<file path="src/rtl/entity_stream_if.sv">
// Byte-stream bus carrying entity descriptor packets into the loader.
//   data_in    : stream byte
//   data_valid : data_in is valid this cycle (one byte consumed per high cycle)
//   abort      : synchronous drop of any partial packet; wins over data_valid
// master drives the stream, slave (the loader) consumes it.
interface entity_stream_if;
  logic [7:0] data_in;
  logic       data_valid;
  logic       abort;

  modport master (
    output data_in,
    output data_valid,
    output abort
  );

  modport slave (
    input data_in,
    input data_valid,
    input abort
  );
endinterface

</file>
<file path="src/rtl/entity_descriptor_loader.sv">
// Entity descriptor loader: assembles three-byte descriptor packets from the
// byte stream into nine shadow entity slots and copies the whole shadow set to
// the active outputs on each rising edge of v_sync, so downstream never sees a
// half-updated scene.
//
// Packet: byte0 = {slot, id}, byte1 = {orient, 2'b00, ext}, byte2 = loc.
// Slot 4'hF in byte0 is a one-byte clear-all command. ext is kept only for
// slot 7 (array length).
//
// Ports:
//   clk, rst_n      : clock, asynchronous active-low reset
//   stream          : entity_stream_if slave (data_in, data_valid, abort)
//   v_sync          : VGA vsync, same clock domain
//   entity_1..6     : active descriptors {id[3:0], orient[1:0], loc[7:0]}
//   entity_7_array  : active {id, orient, loc, length[3:0]}
//   entity_8_flip/9 : active descriptors
//   frame_commit    : one-cycle pulse after shadow is copied to active
//   pkt_err         : sticky bad-slot flag, cleared by clear-all
module entity_descriptor_loader #(
  parameter int unsigned NUM_SLOTS = 9,
  parameter logic [3:0]  UNUSED_ID = 4'hF
) (
  input  logic                  clk,
  input  logic                  rst_n,
  entity_stream_if.slave        stream,
  input  logic                  v_sync,
  output logic [13:0]           entity_1,
  output logic [13:0]           entity_2,
  output logic [13:0]           entity_3,
  output logic [13:0]           entity_4,
  output logic [13:0]           entity_5,
  output logic [13:0]           entity_6,
  output logic [17:0]           entity_7_array,
  output logic [13:0]           entity_8_flip,
  output logic [13:0]           entity_9_flip,
  output logic                  frame_commit,
  output logic                  pkt_err
);

  localparam logic [3:0]  CLEAR_SLOT = 4'hF;
  localparam logic [13:0] EMPTY_SLOT = {UNUSED_ID, 10'h000};

  typedef enum logic [1:0] {
    S_HDR,
    S_ATTR,
    S_LOC
  } state_t;

  state_t      state_q, state_d;

  logic [3:0]  slot_q;
  logic [3:0]  id_q;
  logic [1:0]  orient_q;
  logic [3:0]  ext_q;

  // Slot 7's length nibble is held beside its 14-bit descriptor so every slot
  // shares one uniform array.
  logic [13:0] shadow [NUM_SLOTS];
  logic [3:0]  shadow_len;
  logic [13:0] active [NUM_SLOTS];
  logic [3:0]  active_len;

  logic        v_sync_q;
  logic        take;
  logic        clear_all;
  logic        slot_ok;
  logic        commit;

  assign take      = stream.data_valid && !stream.abort;
  assign clear_all = take && (state_q == S_HDR) && (stream.data_in[7:4] == CLEAR_SLOT);
  assign slot_ok   = (slot_q >= 4'd1) && (slot_q <= 4'd9);
  assign commit    = v_sync && !v_sync_q;

  // ---------------------------------------------------------------- FSM
  always_ff @(posedge clk or negedge rst_n) begin
    if (!rst_n) state_q <= S_HDR;
    else        state_q <= state_d;
  end

  always_comb begin
    state_d = state_q;
    if (stream.abort) begin
      state_d = S_HDR;
    end else if (stream.data_valid) begin
      case (state_q)
        S_HDR:   state_d = clear_all ? S_HDR : S_ATTR;
        S_ATTR:  state_d = S_LOC;
        S_LOC:   state_d = S_HDR;
        default: state_d = S_HDR;
      endcase
    end
  end

  // ------------------------------------------------- packet field latches
  always_ff @(posedge clk or negedge rst_n) begin
    if (!rst_n) begin
      slot_q   <= '0;
      id_q     <= '0;
      orient_q <= '0;
      ext_q    <= '0;
    end else if (take) begin
      if (state_q == S_HDR && !clear_all) begin
        slot_q <= stream.data_in[7:4];
        id_q   <= stream.data_in[3:0];
      end
      if (state_q == S_ATTR) begin
        orient_q <= stream.data_in[7:6];
        ext_q    <= stream.data_in[3:0];
      end
    end
  end

  // --------------------------------------------------- shadow + error flag
  always_ff @(posedge clk or negedge rst_n) begin
    if (!rst_n) begin
      for (int unsigned i = 0; i < NUM_SLOTS; i++) shadow[i] <= EMPTY_SLOT;
      shadow_len <= '0;
      pkt_err    <= 1'b0;
    end else if (clear_all) begin
      for (int unsigned i = 0; i < NUM_SLOTS; i++) shadow[i] <= EMPTY_SLOT;
      shadow_len <= '0;
      pkt_err    <= 1'b0;
    end else if (take && state_q == S_LOC) begin
      if (slot_ok) begin
        for (int unsigned i = 0; i < NUM_SLOTS; i++) begin
          if (slot_q == 4'(i + 1)) shadow[i] <= {id_q, orient_q, stream.data_in};
        end
        if (slot_q == 4'd7) shadow_len <= ext_q;
      end else begin
        pkt_err <= 1'b1;
      end
    end
  end

  // ------------------------------------------------------------- commit
  // Non-blocking copy means a shadow write on the commit edge lands only at
  // the following commit.
  always_ff @(posedge clk or negedge rst_n) begin
    if (!rst_n) begin
      for (int unsigned i = 0; i < NUM_SLOTS; i++) active[i] <= EMPTY_SLOT;
      active_len   <= '0;
      v_sync_q     <= 1'b0;
      frame_commit <= 1'b0;
    end else begin
      v_sync_q     <= v_sync;
      frame_commit <= commit;
      if (commit) begin
        for (int unsigned i = 0; i < NUM_SLOTS; i++) active[i] <= shadow[i];
        active_len <= shadow_len;
      end
    end
  end

  assign entity_1       = active[0];
  assign entity_2       = active[1];
  assign entity_3       = active[2];
  assign entity_4       = active[3];
  assign entity_5       = active[4];
  assign entity_6       = active[5];
  assign entity_7_array = {active[6], active_len};
  assign entity_8_flip  = active[7];
  assign entity_9_flip  = active[8];

endmodule

</file>
<file path="src/flat_wrapper.sv">
// flat-port wrapper written by rule: the top's interface ports become plain ports
module entity_descriptor_loader_flat 
#(
  parameter int unsigned NUM_SLOTS = 9,
  parameter logic [3:0]  UNUSED_ID = 4'hF
)
  (clk, rst_n, v_sync, entity_1, entity_2, entity_3, entity_4, entity_5, entity_6, entity_7_array, entity_8_flip, entity_9_flip, frame_commit, pkt_err, stream_data_in, stream_data_valid, stream_abort);
  entity_stream_if stream_i ();
  input  logic clk;
  input  logic rst_n;
  input  logic v_sync;
  output logic [13:0] entity_1;
  output logic [13:0] entity_2;
  output logic [13:0] entity_3;
  output logic [13:0] entity_4;
  output logic [13:0] entity_5;
  output logic [13:0] entity_6;
  output logic [17:0] entity_7_array;
  output logic [13:0] entity_8_flip;
  output logic [13:0] entity_9_flip;
  output logic frame_commit;
  output logic pkt_err;
  input wire logic [$bits(stream_i.data_in)-1:0] stream_data_in;
  input wire logic [$bits(stream_i.data_valid)-1:0] stream_data_valid;
  input wire logic [$bits(stream_i.abort)-1:0] stream_abort;
  assign stream_i.data_in = stream_data_in;
  assign stream_i.data_valid = stream_data_valid;
  assign stream_i.abort = stream_abort;
  entity_descriptor_loader #(.NUM_SLOTS(NUM_SLOTS), .UNUSED_ID(UNUSED_ID)) u_core (.clk(clk), .rst_n(rst_n), .stream(stream_i), .v_sync(v_sync), .entity_1(entity_1), .entity_2(entity_2), .entity_3(entity_3), .entity_4(entity_4), .entity_5(entity_5), .entity_6(entity_6), .entity_7_array(entity_7_array), .entity_8_flip(entity_8_flip), .entity_9_flip(entity_9_flip), .frame_commit(frame_commit), .pkt_err(pkt_err));
endmodule
</file>
<file path="config.mk">
export PLATFORM = sky130hd
export DESIGN_NAME = entity_descriptor_loader_flat
export DESIGN_NICKNAME = d
export VERILOG_FILES = /design/src/rtl/entity_stream_if.sv /design/src/rtl/entity_descriptor_loader.sv /design/src/flat_wrapper.sv
export SDC_FILE = /design/constraint.sdc
export NUM_CORES = 1
export LEC_CHECK = 0
export ABC_AREA = 1
export CAP_MARGIN = 20
export CORE_AREA = 3 3 250 154
export DETAILED_ROUTE_END_ITERATION = 7
export DIE_AREA = 0 0 253 157
export MAX_ROUTING_LAYER = met4
export PLACE_DENSITY_LB_ADDON = 0.2
export SETUP_SLACK_MARGIN = 0.5
export SLEW_MARGIN = 40
export SYNTH_ARGS = -nofsm -noshare
export SYNTH_HDL_FRONTEND = slang
export SYNTH_SLANG_ARGS = --single-unit
</file>
<file path="constraint.sdc">
create_clock -name clk -period 3.81 [get_ports clk]
set_input_delay 0.762 -clock clk [delete_from_list [all_inputs] [get_ports clk]]
set_output_delay 0.762 -clock clk [all_outputs]
set_load 0.05 [all_outputs]
</file>
## Word level (Yosys, flattened, before mapping)

Cells that the tools add are included.
Widths: inputs -> output; s select.

- Bits in registers: 279
- Logic and storage cells: 101

- $lt $le $gt $ge: 2
- Equal/unequal tests: 13
- Muxes and demuxes: 23
- Reduce and logical (&&, ||, !) cells: 35

Operator list:

| cell | number |
|---|---|
| $mux 126 | 3 |
| $mux 14 | 9 |
| $reduce_and 3->1 | 9 |
| $reduce_bool 2->1 | 12 |
| $eq 4x3->1 const B | 4 |
| $mux 4 | 4 |
| $eq 4x4->1 const B | 3 |
| $eq 4x2->1 const B | 2 |
| $logic_and 1x1->1 | 7 |
| $reduce_and 2->1 | 3 |
| $eq 4x1->1 const B | 1 |
| $ge 4x1->1 const B | 1 |
| $le 4x4->1 const B | 1 |
| $mux 1 | 4 |
| $mux 2 | 2 |
| $pmux 2 s2 | 1 |
| $logic_not 1->1 | 3 |
| $eq 2x1->1 const B | 1 |
| $eq 2x2->1 const B | 1 |
| $logic_not 2->1 | 1 |
| $ne 2x1->1 const B | 1 |

## Logic depth before layout (Yosys ltp)

- Depth after elaboration: 8
- Gate-level depth with buffers: 10
- Gate-level depth less buffers: 9

## Worst setup path after synthesis

No wires, ideal clock.

- Path kind: in2reg
- Start: input port stream_abort
- End: register u_core.shadow[30] in the netlist's numbering
- Library setup time: 0.117 ns
- Arrival: 1.691 ns
- Data required time: 3.693 ns
- Slack: 2.002 ns
- Stages on the path: 9
- Buffers on the path: 1
- Cells stage by stage: inv_1 nand2_2 inv_1 nand2_4 nor2_4 nand2_4 buf_2 nand3_1 nand2_1

- Cells in the longest elaborated chain, start to end: 6
- Elaborated cells on any way between the ends: 10
- Those cells by class: 1 x mux; 9 x reduce/logical

RTL lines:

| item | RTL line | text |
|---|---|---|
| start, declared | flat_wrapper.sv:25 | `input wire logic [$bits(stream_i.abort)-1:0] stream_abort;` |
| $logic_not 1->1 (*) | entity_descriptor_loader.sv:69 | `assign take = stream.data_valid && !stream.abort;` |
| $logic_and 1x1->1 (*) | entity_descriptor_loader.sv:69 |  |
| $logic_and 1x1->1 (2 in a row) | entity_descriptor_loader.sv:70 | `assign clear_all = take && (state_q == S_HDR) && (stream.data_in[7:4] == CLEAR_SLOT);` |
| $reduce_bool 2->1 (no source line) | n/a |  |
| $reduce_and 3->1 (no source line) | n/a |  |
| end signal, assigned by index | entity_descriptor_loader.sv:126 | `if (slot_q == 4'(i + 1)) shadow[i] <= {id_q, orient_q, stream.data_in};` |
| end, declared | entity_descriptor_loader.sv:58 | `logic [13:0] shadow [NUM_SLOTS];` |

Mark *: on every way between the ends. The rest lies on a longest branch, timed or not.
A chain may end at the register's enable or synchronous reset.

## Worst setup path in the final report

- Start: register u_core.active, in the netlist u_core.entity_6[13]
- End: output port entity_6[13]

RTL lines:

| item | RTL line | text |
|---|---|---|
| start, declared | entity_descriptor_loader.sv:60 | `logic [13:0] active [NUM_SLOTS];` |
| end, declared | flat_wrapper.sv:17 | `output logic [13:0] entity_6;` |

No word-level cell between the ends.

==> metrics.md <==
| Metric | Value |
|---|---|
| YS warnings | 0 |
| Switch share | 34.9% |
| Pint | 6.29 mW |
| CTS Root Cell | clkbuf_16 |
| Post-synthesis net count | between 1,000 and 1,500 |
| Diode count | 0 |
| Core area | 0.0362 sq mm |
| H-tree levels | 1 |
| Period utilisation layout | 70.4% |
| Gr usage total | 15.6% |
| Largest area contributor in the netlist | dfrtp_1 |
| #FFs+latches synth | roughly 280 |
| Placement row count | 54 |
| Number of buffers created by CTS | 29 |
| Pleak | between 6 and 7 nW |
| Sequential area share after synthesis | 64.9% |
| CP Max Fanout | 2 |
| WP buf/inv | 1 |
| Fmax | between 0.3 and 0.4 GHz |
| Syn Inst Count | 1,114 |
| Top delay family on crit path | buffers and inverters |
| Peak supply drop | 0.371 mV |
| CTS Buffer Depth | 3 |
| Syn_area_per_cell | a little under 10 sq um |
| Critical path class | reg -> out |
| Synth-to-Final Area Change | 26.1% |
| Worst-path clk slew | 0.06 ns |
| Post-synth cell types | 25 |
| Post-Route WL | 29,400 microns |
| Final design utilization | 37.9% |
| Layout Cells excl Fill | about 1,700 |
| Outcome | complete, no violations |
| Initial core utilization | 30.1% |
| Clock Latency Late Sink | 0.56 ns |
| Initial antenna violation count | 0 |
| Setup Buffers After CTS | 0 |
| Layout cells sized above 1 | around 13% |
| Vias in the first global route | roughly 7,500 |
| Antenna viol nets, final | 0 |
| Die Area | 0.0397 sq mm |
| CTS tree | yes |
| Cells after DPL | 1,693 |
| IO buf count | around 140 |
| Max_slew headroom | 49.4% |
| GRT Residual Overflow | 0 |
| Tmin final | between 2 and 3 ns |
| Worst Tran Pin Value | 0.756 ns |
| Die X | 253 microns |
| Resized cells post-CTS | 0 |
| Clock Power Share | 29.9% |
| Setup tns final | 0 ns |
| Via density per instance | approximately 4.4 |
| Switching pwr | 3.38 mW |
| Min-Delay Path Class | in -> async |
| DR vias | 7,603 |
| GP Congestion | 0.732 |
| Final Skew | 0.0185 ns |
| Most frequent cells in the layout | nand2_1 (337), dfrtp_1 (207), o21ai_0 (197) |
| Synth top area share | 47.6% |
| Most common cell after layout, fill and taps aside | nand2_1 |
| Critical Path Start Type | flop |
| RSZ-0062 raised after global routing | false |
| Final hold violations | 0 |
| Max-cap check violation count | 0 |
| First drt pass iteration count | 5 |
| CTS Sinks | 279 |
| Drt wl/cell | 16.8 microns |
| Iter 0 DRT Violations | roughly 450 |
| Flop pwr share | 42.7% |
| Netlist Area Pre-Place | 0.0109 sq mm |
| CP Data Required Time | 3.05 ns |
| Crit-path cells | clkdlybuf4s50_1 |
| First-pass GRT wire length | 46,000 microns |
| # setup viols final | 0 |
| HPWL after DPL | roughly 19,000 microns |
| Largest net degree at the start of global routing | 100 |
| Total Nets Final | 1,261 |
| Die Ht | ~160 microns |
| DRC | 0 |
| IO Pins | ~150 |
| Total power divided by cell area | about 700 mW/mm^2 |
| Critical Path AT | 1.92 ns |
| Slowest stage delay, CP | 0.82 ns |
| R2r setup slk | 1.87 ns |
| Ranking of synthesized cells by area | dfrtp_1 (48%), dfstp_2 (17%), nand2_1 (12%), o21ai_0 (9.1%), inv_1 (4.5%) |
| CP max stage cell | clkdlybuf4s50_1 |
| Combinational fraction of design power | 27.3% |
| Post-CTS Hold Buffers | 0 |
| Fin. max-slew vios | 0 |
| CP endpoint kind | output port |
## final cells by class
class / instances / area, sq um
inverter: 138 / 523
timing repair buffer: 156 / 1570
sequential: 279 / 7070
multi-input combinational: 644 / 2990
clock inverter: 16 / 174
fill: 3619 / 22500
clock buffer: 38 / 800
tap: 476 / 596
## power groups by stage
stage	clock network (mW)	registers (mW)	logic, mW
after floorplan	0	5.09	0.722
after global placement	0	4.18	2.63
after detailed placement	0	4.19	2.66
after CTS	2.99	4.14	2.68
after global routing	3.12	4.22	2.87
final	2.90	4.13	2.64
## routing by layer
layer | wire (microns) | GRT usage (%)
met1 | 15200 | 23.2
met2 | 12400 | 22.7
met3 | 1430 | 2.71
met4 | 316 | 2.14
met5 | 0 | -
## kinds of logic after synthesis
kind of cell           Yosys count  share of synthesized area [%]
DFF                            279                           64.9
and+or+nand+nor                392                           15.0
buffers and inverters          191                           7.62
AOI/OAI and AO/OA              252                           12.5
## synth_stat cells (all sizes together)
library cell and n:
clkinv 1, dfstp 72, nand4 2, dfrtp 207, nand3 27, inv 137
nor2 21, a31oi 1, o21ai 251, nand2 341, clkbuf 29, buf 24
or2 1
## metrics by stage
stage               power, mW  hold WS (ns)  setup slack [ns]  instance area, sq um
global route             10.2         0.280              1.07                 13700
floorplan                5.81         0.448              2.00                 10900
detailed placement       6.85         0.461              1.01                 12800
finish                   9.67         0.260              1.13                 13700
CTS                      9.81         0.265              1.07                 13700
global placement         6.81         0.456              1.06                 12800
## state kept, by name (all words and copies together) (netlist names), 14 cells and up
| register | count |
|---|---|
| u_core.entity_1 | 14 |
| u_core.entity_8_flip | 14 |
| u_core.entity_3 | 14 |
| u_core.entity_4 | 14 |
| u_core.entity_2 | 14 |
| u_core.entity_9_flip | 14 |
| u_core.entity_7_array | 14 |
| u_core.entity_6 | 14 |
| u_core.entity_5 | 14 |
| u_core.shadow | 126 |
## worst reg2reg max path: stages, from the launching register on
cell	delay, ns
dfrtp_1	0.39
inv_2	0.05
nand2_1	0.09
nor2_4	0.06
nand2_8	0.24
inv_2	0.25
nor2_2	0.56
nand2_1	0.11
o21ai_0	0.10
## worst paths after layout
kind / start / to / cells past startpoint
min in group clk: u_core.shadow[38] / u_core.entity_7_array[14] / 2
max in group asynchronous: rst_n / u_core.shadow[107] / 2
setup reg to reg: u_core.state_q[0] / u_core.shadow[92] / 8
hold reg to reg: u_core.shadow[38] / u_core.entity_7_array[14] / 2
setup / recovery: u_core.entity_6[13] / entity_6[13] / 1
hold / removal: rst_n / u_core.shadow[49] / 1
(Power assumes the default switching activity.)
